<file path="src/rtl/bnn_pkg.sv">
`default_nettype none
// ============================================================================
// Module   : bnn_pkg
// Purpose  : Shared types and protocol constants for the BNN command parser.
// Revision : 1.0 - initial release
// ============================================================================
package bnn_pkg;

  // Parser states; the encoding is internal to the parser.
  typedef enum logic [2:0] {
    ST_IDLE    = 3'd0,
    ST_CMD     = 3'd1,
    ST_LEN     = 3'd2,
    ST_PAYLOAD = 3'd3,
    ST_CHK     = 3'd4,
    ST_RESP    = 3'd5
  } state_t;

  // Host command codes
  localparam logic [7:0] CMD_LOAD   = 8'h01;
  localparam logic [7:0] CMD_START  = 8'h02;
  localparam logic [7:0] CMD_STATUS = 8'h03;

  // Response codes
  localparam logic [7:0] RESP_ACK  = 8'h06;
  localparam logic [7:0] RESP_NACK = 8'h15;

  // Commands without LEN/payload go straight from CMD to CHK.
  function automatic logic is_short_cmd(input logic [7:0] cmd);
    return (cmd == CMD_START) || (cmd == CMD_STATUS);
  endfunction

endpackage
`default_nettype wire

</file>
<file path="src/rtl/bnn_cmd_parser_if.sv">
`default_nettype none
// ============================================================================
// Module   : bnn_cmd_parser_if
// Purpose  : Byte stream, image-buffer write port, response handshake and
//            status pulses of the BNN command parser. The master side is the
//            surrounding system (UART RX/TX, BNN core); the slave side is the
//            parser itself.
// Revision : 1.0 - initial release
// ============================================================================
interface bnn_cmd_parser_if #(
  parameter int IMG_BYTES = 16
);
  localparam int AW = $clog2(IMG_BYTES);

  logic [7:0]    rx_byte;
  logic          rx_valid;
  logic          infer_busy;
  logic          img_wr_en;
  logic [AW-1:0] img_wr_addr;
  logic [7:0]    img_wr_data;
  logic          img_valid;
  logic          start_infer;
  logic [7:0]    resp_byte;
  logic          resp_valid;
  logic          resp_ready;
  logic          err_timeout;
  logic          rx_overrun;

  modport master (
    output rx_byte, rx_valid, infer_busy, resp_ready,
    input  img_wr_en, img_wr_addr, img_wr_data, img_valid, start_infer,
           resp_byte, resp_valid, err_timeout, rx_overrun
  );

  modport slave (
    input  rx_byte, rx_valid, infer_busy, resp_ready,
    output img_wr_en, img_wr_addr, img_wr_data, img_valid, start_infer,
           resp_byte, resp_valid, err_timeout, rx_overrun
  );

endinterface
`default_nettype wire

</file>
<file path="src/rtl/bnn_timeout_counter.sv">
`default_nettype none
// ============================================================================
// Module   : bnn_timeout_counter
// Purpose  : Idle-cycle counter. Counts enabled cycles without a clear and
//            raises a single-cycle expire once TIMEOUT_CYCLES idle cycles
//            have elapsed; the count restarts after expiry.
// Revision : 1.0 - initial release
// ============================================================================
module bnn_timeout_counter #(
  parameter int TIMEOUT_CYCLES = 100000
) (
  input  logic clk,
  input  logic rst,
  input  logic i_clear,
  input  logic i_enable,
  output logic o_expire
);

  localparam int CW = $clog2(TIMEOUT_CYCLES + 1);
  localparam logic [CW-1:0] c_last = CW'(TIMEOUT_CYCLES - 1);

  logic [CW-1:0] r_count;

  // Expire on the TIMEOUT_CYCLES-th consecutive idle cycle.
  assign o_expire = i_enable & ~i_clear & (r_count == c_last);

  // Idle count: restart on activity, when disabled, or after expiry.
  always_ff @(posedge clk or posedge rst) begin
    if (rst) begin
      r_count <= '0;
    end else if (i_clear || !i_enable || o_expire) begin
      r_count <= '0;
    end else begin
      r_count <= r_count + 1'b1;
    end
  end

endmodule
`default_nettype wire

</file>
<file path="src/rtl/bnn_cmd_parser.sv">
`default_nettype none
// ============================================================================
// Module   : bnn_cmd_parser
// Purpose  : Frames and checksums host commands from the UART byte stream,
//            streams LOAD payload into the image buffer, pulses inference
//            start and returns a one-byte response.
// Revision : 1.0 - initial release
// ============================================================================
module bnn_cmd_parser
  import bnn_pkg::*;
#(
  parameter int         IMG_BYTES      = 16,
  parameter int         TIMEOUT_CYCLES = 100000,
  parameter logic [7:0] SYNC_BYTE      = 8'hA5
) (
  input  logic            clk,
  input  logic            rst,
  bnn_cmd_parser_if.slave bus
);

  localparam int         AW        = $clog2(IMG_BYTES);
  localparam logic [7:0] c_max_len = 8'(IMG_BYTES);

  state_t        r_state;
  logic [7:0]    r_cmd;
  logic [7:0]    r_len;
  logic [7:0]    r_chk;
  logic [AW-1:0] r_addr;
  logic          r_img_wr_en;
  logic [AW-1:0] r_img_wr_addr;
  logic [7:0]    r_img_wr_data;
  logic          r_img_valid;
  logic          r_start_infer;
  logic [7:0]    r_resp_byte;
  logic          r_resp_valid;
  logic          r_err_timeout;
  logic          r_rx_overrun;

  logic          w_timer_en;
  logic          w_expire;
  logic          w_last_payload;
  logic          w_len_bad;

  // The idle timer only runs while a frame is in flight.
  assign w_timer_en = (r_state == ST_CMD) || (r_state == ST_LEN) ||
                      (r_state == ST_PAYLOAD) || (r_state == ST_CHK);

  // The byte being accepted now is the LEN-th payload byte.
  assign w_last_payload = ({{(8-AW){1'b0}}, r_addr} == (r_len - 8'd1));

  assign w_len_bad = (bus.rx_byte == 8'd0) || (bus.rx_byte > c_max_len);

  bnn_timeout_counter #(
    .TIMEOUT_CYCLES (TIMEOUT_CYCLES)
  ) u_timeout (
    .clk      (clk),
    .rst      (rst),
    .i_clear  (bus.rx_valid),
    .i_enable (w_timer_en),
    .o_expire (w_expire)
  );

  // Frame parser FSM with all outputs registered.
  always_ff @(posedge clk or posedge rst) begin
    if (rst) begin
      r_state       <= ST_IDLE;
      r_cmd         <= '0;
      r_len         <= '0;
      r_chk         <= '0;
      r_addr        <= '0;
      r_img_wr_en   <= 1'b0;
      r_img_wr_addr <= '0;
      r_img_wr_data <= '0;
      r_img_valid   <= 1'b0;
      r_start_infer <= 1'b0;
      r_resp_byte   <= '0;
      r_resp_valid  <= 1'b0;
      r_err_timeout <= 1'b0;
      r_rx_overrun  <= 1'b0;
    end else begin
      r_img_wr_en   <= 1'b0;
      r_start_infer <= 1'b0;
      r_err_timeout <= 1'b0;
      r_rx_overrun  <= 1'b0;

      case (r_state)
        ST_IDLE: begin
          if (bus.rx_valid && (bus.rx_byte == SYNC_BYTE)) begin
            r_state <= ST_CMD;
          end
        end

        ST_CMD: begin
          if (w_expire) begin
            r_err_timeout <= 1'b1;
            r_state       <= ST_IDLE;
          end else if (bus.rx_valid) begin
            r_cmd <= bus.rx_byte;
            r_chk <= bus.rx_byte;
            if (bus.rx_byte == CMD_LOAD) begin
              r_state <= ST_LEN;
            end else if (is_short_cmd(bus.rx_byte)) begin
              r_state <= ST_CHK;
            end else begin
              r_resp_byte  <= RESP_NACK;
              r_resp_valid <= 1'b1;
              r_state      <= ST_RESP;
            end
          end
        end

        ST_LEN: begin
          if (w_expire) begin
            r_err_timeout <= 1'b1;
            r_state       <= ST_IDLE;
          end else if (bus.rx_valid) begin
            if (w_len_bad) begin
              r_resp_byte  <= RESP_NACK;
              r_resp_valid <= 1'b1;
              r_state      <= ST_RESP;
            end else begin
              // The old image is invalid as soon as an overwrite begins.
              r_len       <= bus.rx_byte;
              r_chk       <= r_chk ^ bus.rx_byte;
              r_img_valid <= 1'b0;
              r_addr      <= '0;
              r_state     <= ST_PAYLOAD;
            end
          end
        end

        ST_PAYLOAD: begin
          if (w_expire) begin
            r_err_timeout <= 1'b1;
            r_state       <= ST_IDLE;
          end else if (bus.rx_valid) begin
            r_img_wr_en   <= 1'b1;
            r_img_wr_addr <= r_addr;
            r_img_wr_data <= bus.rx_byte;
            r_chk         <= r_chk ^ bus.rx_byte;
            r_addr        <= r_addr + 1'b1;
            if (w_last_payload) begin
              r_state <= ST_CHK;
            end
          end
        end

        ST_CHK: begin
          if (w_expire) begin
            r_err_timeout <= 1'b1;
            r_state       <= ST_IDLE;
          end else if (bus.rx_valid) begin
            r_resp_valid <= 1'b1;
            r_state      <= ST_RESP;
            if (bus.rx_byte != r_chk) begin
              r_resp_byte <= RESP_NACK;
            end else begin
              case (r_cmd)
                CMD_LOAD: begin
                  r_img_valid <= 1'b1;
                  r_resp_byte <= RESP_ACK;
                end
                CMD_START: begin
                  if (r_img_valid && !bus.infer_busy) begin
                    r_start_infer <= 1'b1;
                    r_resp_byte   <= RESP_ACK;
                  end else begin
                    r_resp_byte <= RESP_NACK;
                  end
                end
                CMD_STATUS: begin
                  r_resp_byte <= {6'b0, bus.infer_busy, r_img_valid};
                end
                default: begin
                  r_resp_byte <= RESP_NACK;
                end
              endcase
            end
          end
        end

        ST_RESP: begin
          // Bytes arriving here are lost, even in the handshake cycle.
          if (bus.rx_valid) begin
            r_rx_overrun <= 1'b1;
          end
          if (bus.resp_ready) begin
            r_resp_valid <= 1'b0;
            r_state      <= ST_IDLE;
          end
        end

        default: begin
          r_state <= ST_IDLE;
        end
      endcase
    end
  end

  assign bus.img_wr_en   = r_img_wr_en;
  assign bus.img_wr_addr = r_img_wr_addr;
  assign bus.img_wr_data = r_img_wr_data;
  assign bus.img_valid   = r_img_valid;
  assign bus.start_infer = r_start_infer;
  assign bus.resp_byte   = r_resp_byte;
  assign bus.resp_valid  = r_resp_valid;
  assign bus.err_timeout = r_err_timeout;
  assign bus.rx_overrun  = r_rx_overrun;

endmodule
`default_nettype wire

</file>
<file path="src/flat_wrapper.sv">
// flat-port wrapper written by rule: the top's interface ports become plain ports
module bnn_cmd_parser_flat import bnn_pkg::*;
#(
  parameter int         IMG_BYTES      = 16,
  parameter int         TIMEOUT_CYCLES = 100000,
  parameter logic [7:0] SYNC_BYTE      = 8'hA5
)
  (clk, rst, bus_rx_byte, bus_rx_valid, bus_infer_busy, bus_resp_ready, bus_img_wr_en, bus_img_wr_addr, bus_img_wr_data, bus_img_valid, bus_start_infer, bus_resp_byte, bus_resp_valid, bus_err_timeout, bus_rx_overrun);
  bnn_cmd_parser_if #(.IMG_BYTES(IMG_BYTES)) bus_i ();
  input  logic clk;
  input  logic rst;
  input wire logic [$bits(bus_i.rx_byte)-1:0] bus_rx_byte;
  input wire logic [$bits(bus_i.rx_valid)-1:0] bus_rx_valid;
  input wire logic [$bits(bus_i.infer_busy)-1:0] bus_infer_busy;
  input wire logic [$bits(bus_i.resp_ready)-1:0] bus_resp_ready;
  output wire logic [$bits(bus_i.img_wr_en)-1:0] bus_img_wr_en;
  output wire logic [$bits(bus_i.img_wr_addr)-1:0] bus_img_wr_addr;
  output wire logic [$bits(bus_i.img_wr_data)-1:0] bus_img_wr_data;
  output wire logic [$bits(bus_i.img_valid)-1:0] bus_img_valid;
  output wire logic [$bits(bus_i.start_infer)-1:0] bus_start_infer;
  output wire logic [$bits(bus_i.resp_byte)-1:0] bus_resp_byte;
  output wire logic [$bits(bus_i.resp_valid)-1:0] bus_resp_valid;
  output wire logic [$bits(bus_i.err_timeout)-1:0] bus_err_timeout;
  output wire logic [$bits(bus_i.rx_overrun)-1:0] bus_rx_overrun;
  assign bus_i.rx_byte = bus_rx_byte;
  assign bus_i.rx_valid = bus_rx_valid;
  assign bus_i.infer_busy = bus_infer_busy;
  assign bus_i.resp_ready = bus_resp_ready;
  assign bus_img_wr_en = bus_i.img_wr_en;
  assign bus_img_wr_addr = bus_i.img_wr_addr;
  assign bus_img_wr_data = bus_i.img_wr_data;
  assign bus_img_valid = bus_i.img_valid;
  assign bus_start_infer = bus_i.start_infer;
  assign bus_resp_byte = bus_i.resp_byte;
  assign bus_resp_valid = bus_i.resp_valid;
  assign bus_err_timeout = bus_i.err_timeout;
  assign bus_rx_overrun = bus_i.rx_overrun;
  bnn_cmd_parser #(.IMG_BYTES(IMG_BYTES), .TIMEOUT_CYCLES(TIMEOUT_CYCLES), .SYNC_BYTE(SYNC_BYTE)) u_core (.clk(clk), .rst(rst), .bus(bus_i));
endmodule
</file>
<file path="config.mk">
export PLATFORM = sky130hd
export DESIGN_NAME = bnn_cmd_parser_flat
export DESIGN_NICKNAME = d
export VERILOG_FILES = /design/src/rtl/bnn_pkg.sv /design/src/rtl/bnn_cmd_parser_if.sv /design/src/rtl/bnn_timeout_counter.sv /design/src/rtl/bnn_cmd_parser.sv /design/src/flat_wrapper.sv
export SDC_FILE = /design/constraint.sdc
export NUM_CORES = 1
export LEC_CHECK = 0
export ABC_AREA = 1
export CORE_MARGIN = 2
export CORE_UTILIZATION = 60
export CTS_CLUSTER_DIAMETER = 80
export DETAILED_ROUTE_END_ITERATION = 8
export PLACE_DENSITY_LB_ADDON = 0.08
export SLEW_MARGIN = 20
export SYNTH_ARGS = -nofsm -noshare
export SYNTH_HDL_FRONTEND = slang
export SYNTH_SLANG_ARGS = --single-unit
</file>
<file path="constraint.sdc">
create_clock -name clk -period 5.6 [get_ports clk]
set_input_delay 1.12 -clock clk [delete_from_list [all_inputs] [get_ports clk]]
set_output_delay 1.12 -clock clk [all_outputs]
set_load 0.05 [all_outputs]
</file>
# == Word level (Yosys, flattened, before mapping) ==
# Cells that the tools add are included.
# totals
regBits,74
latch_bits,0
ram_bits,0
rom_bits,0
inputBits,13
mem_count,0
# classes
addsub,3
n_mul,0
n_div,0
n_lt_le_gt_ge,1
n_eq_ne,36
n_shift,0
n_mux,74
n_bitwise,6
reduce_logical,28
# ops
cell,count
8-bit two-way mux,17
8-bit one-hot mux with 3 select lines,3
3-bit two-way mux,13
8-bit by 2-bit equality test with 1-bit output (second input constant),4
1-bit two-way mux,30
2-bit inequality test (second input constant),14
4-bit two-way mux,5
3-bit one-hot mux with 6 select lines,1
17-bit by 1-bit adder with 17-bit output (second input constant),1
17-bit equality test (second input constant),1
17-bit two-way mux,1
8-bit by 1-bit equality test with 1-bit output (second input constant),2
8-bit AND reduction,2
3-bit inequality test (second input constant),4
11-bit AND reduction,1
10-bit AND reduction,1
4-bit by 8-bit equality test with 1-bit output,1
8-bit equality test (second input constant),1
8-bit by 5-bit > comparator with 1-bit output (second input constant),1
8-bit zero test,1
8-bit inequality test,1
4-bit one-hot mux with 2 select lines,1
8-bit by 1-bit subtractor with 8-bit output (second input constant),1
8-bit XOR,1
23 further kinds,40

# == Depth between registers and ports, before layout ==
# logic_depth
word_depth,8
depth_mapped,14

# == Modules after synthesis ==
# From an unflattened synthesis, not the netlist that was laid out.
# unflattened
hier_cells,530
area_unflattened_um2,3947.5
# modules_own_cells
module,n_inst,cells_per_inst,area_per_inst_um2,seq_area_each_um2
bnn_cmd_parser,1,397,2980.4,1326.3
bnn_timeout_counter,1,133,967.2,425.4

# == Worst setup path after synthesis ==
# OpenSTA, ideal clock, no wires.
# synth_timing
path_type,input port to flip-flop
startpoint,input port bus_rx_byte[1]
endpoint,register u_core.r_chk[0]
setup_time_ns,0.117
t_arrival_ns,2.040
t_required_ns,5.483
path_slack_ns,3.443
stages,10
n_path_buf,0
cell_sequence,nor2_1 > nand2_1 > nand2_1 > nand3_1 > nand2_1 > nand2_1 > nand2_2 > nand3_4 > nand2_1 > nand2_1
# synth_between
elab_chain_len,4
elab_cells_between_ends,5
classes_between,order compare: 1; eq/ne: 1; reduce/logical: 3
# synth_rtl
item,line_no,source
from (decl),flat_wrapper.sv:12,input wire logic [$bits(bus_i.rx_byte)-1:0] bus_rx_byte;
8-bit by 5-bit > comparator with 1-bit output / 8-bit zero test (equally long branches),bnn_cmd_parser.sv:51,assign w_len_bad = (bus.rx_byte == 8'd0) || (bus.rx_byte > c_max_len);
1-bit logical OR (*),bnn_cmd_parser.sv:51,
2-bit inequality test (no line) (*),-,
8-bit AND reduction (no line) (*),-,
to (signal assigned),bnn_cmd_parser.sv:99,r_chk <= bus.rx_byte;
to (signal assigned),bnn_cmd_parser.sv:124,r_chk <= r_chk ^ bus.rx_byte;
to (signal assigned),bnn_cmd_parser.sv:140,r_chk <= r_chk ^ bus.rx_byte;
to (decl),bnn_cmd_parser.sv:27,logic [7:0] r_chk;
# Mark *: on every way between the ends. The rest lies on a longest branch, timed or not.
# A chain may end at the register's enable or synchronous reset.

# == Worst setup path in the final report ==
# layout_timing
startpoint,input port bus_rx_byte[4]
endpoint,"register u_core.r_img_valid, in the netlist u_core.bus.img_valid"
# layout_between
elab_chain_len,4
elab_cells_between_ends,7
classes_between,order compare: 1; eq/ne: 3; reduce/logical: 3
# layout_rtl
item,line_no,source
8-bit by 5-bit > comparator with 1-bit output / 8-bit zero test (equally long branches),bnn_cmd_parser.sv:51,
1-bit logical OR,bnn_cmd_parser.sv:51,
2-bit inequality test (no line),-,
8-bit AND reduction (no line) (*),-,
to (signal assigned),bnn_cmd_parser.sv:74,r_img_valid <= 1'b0;
to (signal assigned),bnn_cmd_parser.sv:125,r_img_valid <= 1'b0;
to (signal assigned),bnn_cmd_parser.sv:160,r_img_valid <= 1'b1;
to (decl),bnn_cmd_parser.sv:32,logic r_img_valid;
# Marked as above.

==> metrics <==
outcome complete, no violations; pwr dens 376 nW/µm²; gr ovfl total 0; critical-path maximum fanout 11; die area 7170 µm²; later-pin clock latency in the skew report 0.35 ns; area grow syn2layout 15.1%; Hold-fix buffers, CTS 0; die width 84.7 µm; pins over their slew limit 0; detailed-route DRC error count 0; root buffer cell clkbuf_8; final setup violation count 0; Final Net Count 574; maximum vdd ir drop 0.243 mV; max_cap viols 0; ys flop type dfrtp_1; Seq/Total Area, Yosys 44.9%; Synth Cell Area 3900 µm²; Fillers 521; port bufs 34; Post-synth EDFFs 0; final hold violations 0; DP HPWL 6.54 mm; DR vias/cell 5.41; Synth async-reset ratio 100%; drt first pass iters 5; commonest non-fill, non-tap cell in the layout nand2_1; vias in the first global route 3,258; Bufs on Longest Clock Path 2; min cycle time layout 2.69 ns; maximum achievable frequency 371 MHz; cts bufs inserted 9; total power 1690 µW; CTS tree done; starting density of the core 61.8%; overall routing resource usage 26.4%; crit end category register; final worst path period share 48.1%; row cnt 29; WP data required 5.81 ns; CP arrival 2.90 ns; largest net degree at the start of global routing 37; Setup Fix Bufs, Post-CTS 0; Clk pin slew, worst setup/hold paths 0.08 ns; Setup TNS Final 0 ns; Ports 39; share of layout cells above drive strength 1 10.5%; commonest non-fill, non-tap cells in the layout nand2_1, dfrtp_1, nor2_1; Placer Congestion 0.916; critical path launch point type input port; synth unique cells 28; DRT antenna net count 0; htree depth 3; Cells after Synth 518; Setup CP Type input port to register; RSZ-0062 raised after global routing no; synth warn 0; drt total wl 8.68 mm; wire per inst 13.6 µm; Clock Sinks 70; 1st-iter DRT viols 184; routed vias 3,454; antenna cells 0; Slew @ Worst Pin 0.736 ns; initial antenna violation count 0; first-pass GRT wire length 15.1 mm; Die Ht 84.7 µm; synthesis-stage register bit count 70; Worst Clk Skew 0.0141 ns; Resized cells post-CTS 0; LEAKAGE 0.00211 µW; relative slew slack 50.9%; Avg Inst Size Synth 7.53 µm²; Hold WC Path Type register to register; core area 6310 µm²
## sequential cells by signal (all words and copies together) (netlist names)
signal / count
u_core.bus.img_wr_en: 1
u_core.bus.resp_byte: 4
u_core.r_state: 3
u_core.bus.rx_overrun: 1
u_core.bus.start_infer: 1
u_core.u_timeout.r_count: 17
u_core.bus.img_wr_data: 8
u_core.bus.img_valid: 1
u_core.bus.img_wr_addr: 4
u_core.r_cmd: 8
u_core.bus.resp_valid: 1
u_core.r_chk: 8
u_core.bus.err_timeout: 1
u_core.r_len: 8
u_core.r_addr: 4
## area by class of cell
class	instances	area [µm²]	area share, %
Clock buffer	9	124	2.76
Clock inverter	6	63.8	1.42
Inverter	67	251	5.60
Multi-Input combinational cell	375	1860	41.4
Sequential cell	70	1750	39.0
Tap cell	77	96.3	2.14
Timing Repair Buffer	35	348	7.74
## per-stage QoR
step / utilization [%] / cells / instance area, µm² / hold WS [ns] / setup WS (ns)
2_1_floorplan: - / 521 / 3910 / 0.433 / 2.71
3_3_place_gp: 68.2 / 624 / 4310 / 0.450 / 2.64
3_5_place_dp: 68.2 / 624 / 4310 / 0.452 / 2.56
4_1_cts: 71.2 / 639 / 4490 / 0.462 / 2.92
5_1_grt: 71.2 / 639 / 4490 / 0.501 / 2.79
6_report: 71.2 / 639 / 4490 / 0.460 / 2.91
## power by group
| part | internal (µW) | switching (µW) |
|---|---|---|
| registers | 598 | 75.1 |
| logic | 206 | 412 |
| clock network | 202 | 194 |
## per-layer routing
metal,global-route usage [%],vias to the layer above,part of all wire [%],routed length [µm]
li1,-,1731,-,-
met1,36.7,1602,46,4000
met2,41.6,102,47,4070
met3,4.52,19,4.7,406
met4,10.2,0,2.4,204
met5,0,-,0,0
## path summary, 6_finish.rpt
check | startpoint | end | slack, ns | cells past startpoint
setup / recovery | bus_rx_byte[4] | u_core.bus.img_valid | 2.91 | 8
hold / removal | u_core.u_timeout.r_count[0] | u_core.u_timeout.r_count[0] | 0.46 | 1
setup reg to reg | u_core.r_state[2] | u_core.r_chk[1] | 3.63 | 8
hold reg to reg | u_core.u_timeout.r_count[0] | u_core.u_timeout.r_count[0] | 0.46 | 1
max in group asynchronous | rst | u_core.r_state[0] | 3.43 | 3
min in group asynchronous | rst | u_core.r_chk[6] | 1.22 | 2
## cell usage after synthesis, drive strengths merged, types with 3 or more instances
cell type | number | area (µm²)
a21oi | 8 | 51.3
buf | 7 | 45.0
dfrtp | 70 | 1750
ha | 3 | 37.5
inv | 67 | 251
nand2 | 148 | 563
nand3 | 40 | 248
nand4 | 20 | 131
nor2 | 73 | 360
nor3 | 16 | 90.1
o21ai | 49 | 245
xor2 | 11 | 96.3
## worst max-delay path, cell delays in order
cell	delay [ns]
clkdlybuf4s50_1	0.60
inv_1	0.18
nand3_1	0.12
nand3_1	0.14
nor2_4	0.18
nand2_1	0.24
inv_1	0.19
o21ai_0	0.12
## logic make-up (layout without fill, tap and decap cells)
logic type	count (synthesis)	in the layout	share of synthesized area (%)
adders and majority gates	3	3	0.962
other	1	4	0.0961
and+or+nand+nor	300	300	36.2
xor gates and xnor gates	11	11	2.47
AOI/OAI and AO/OA	57	57	7.60
buffers and inverters	76	117	7.79
DFF	70	70	44.9
(Power assumes the default switching activity.)
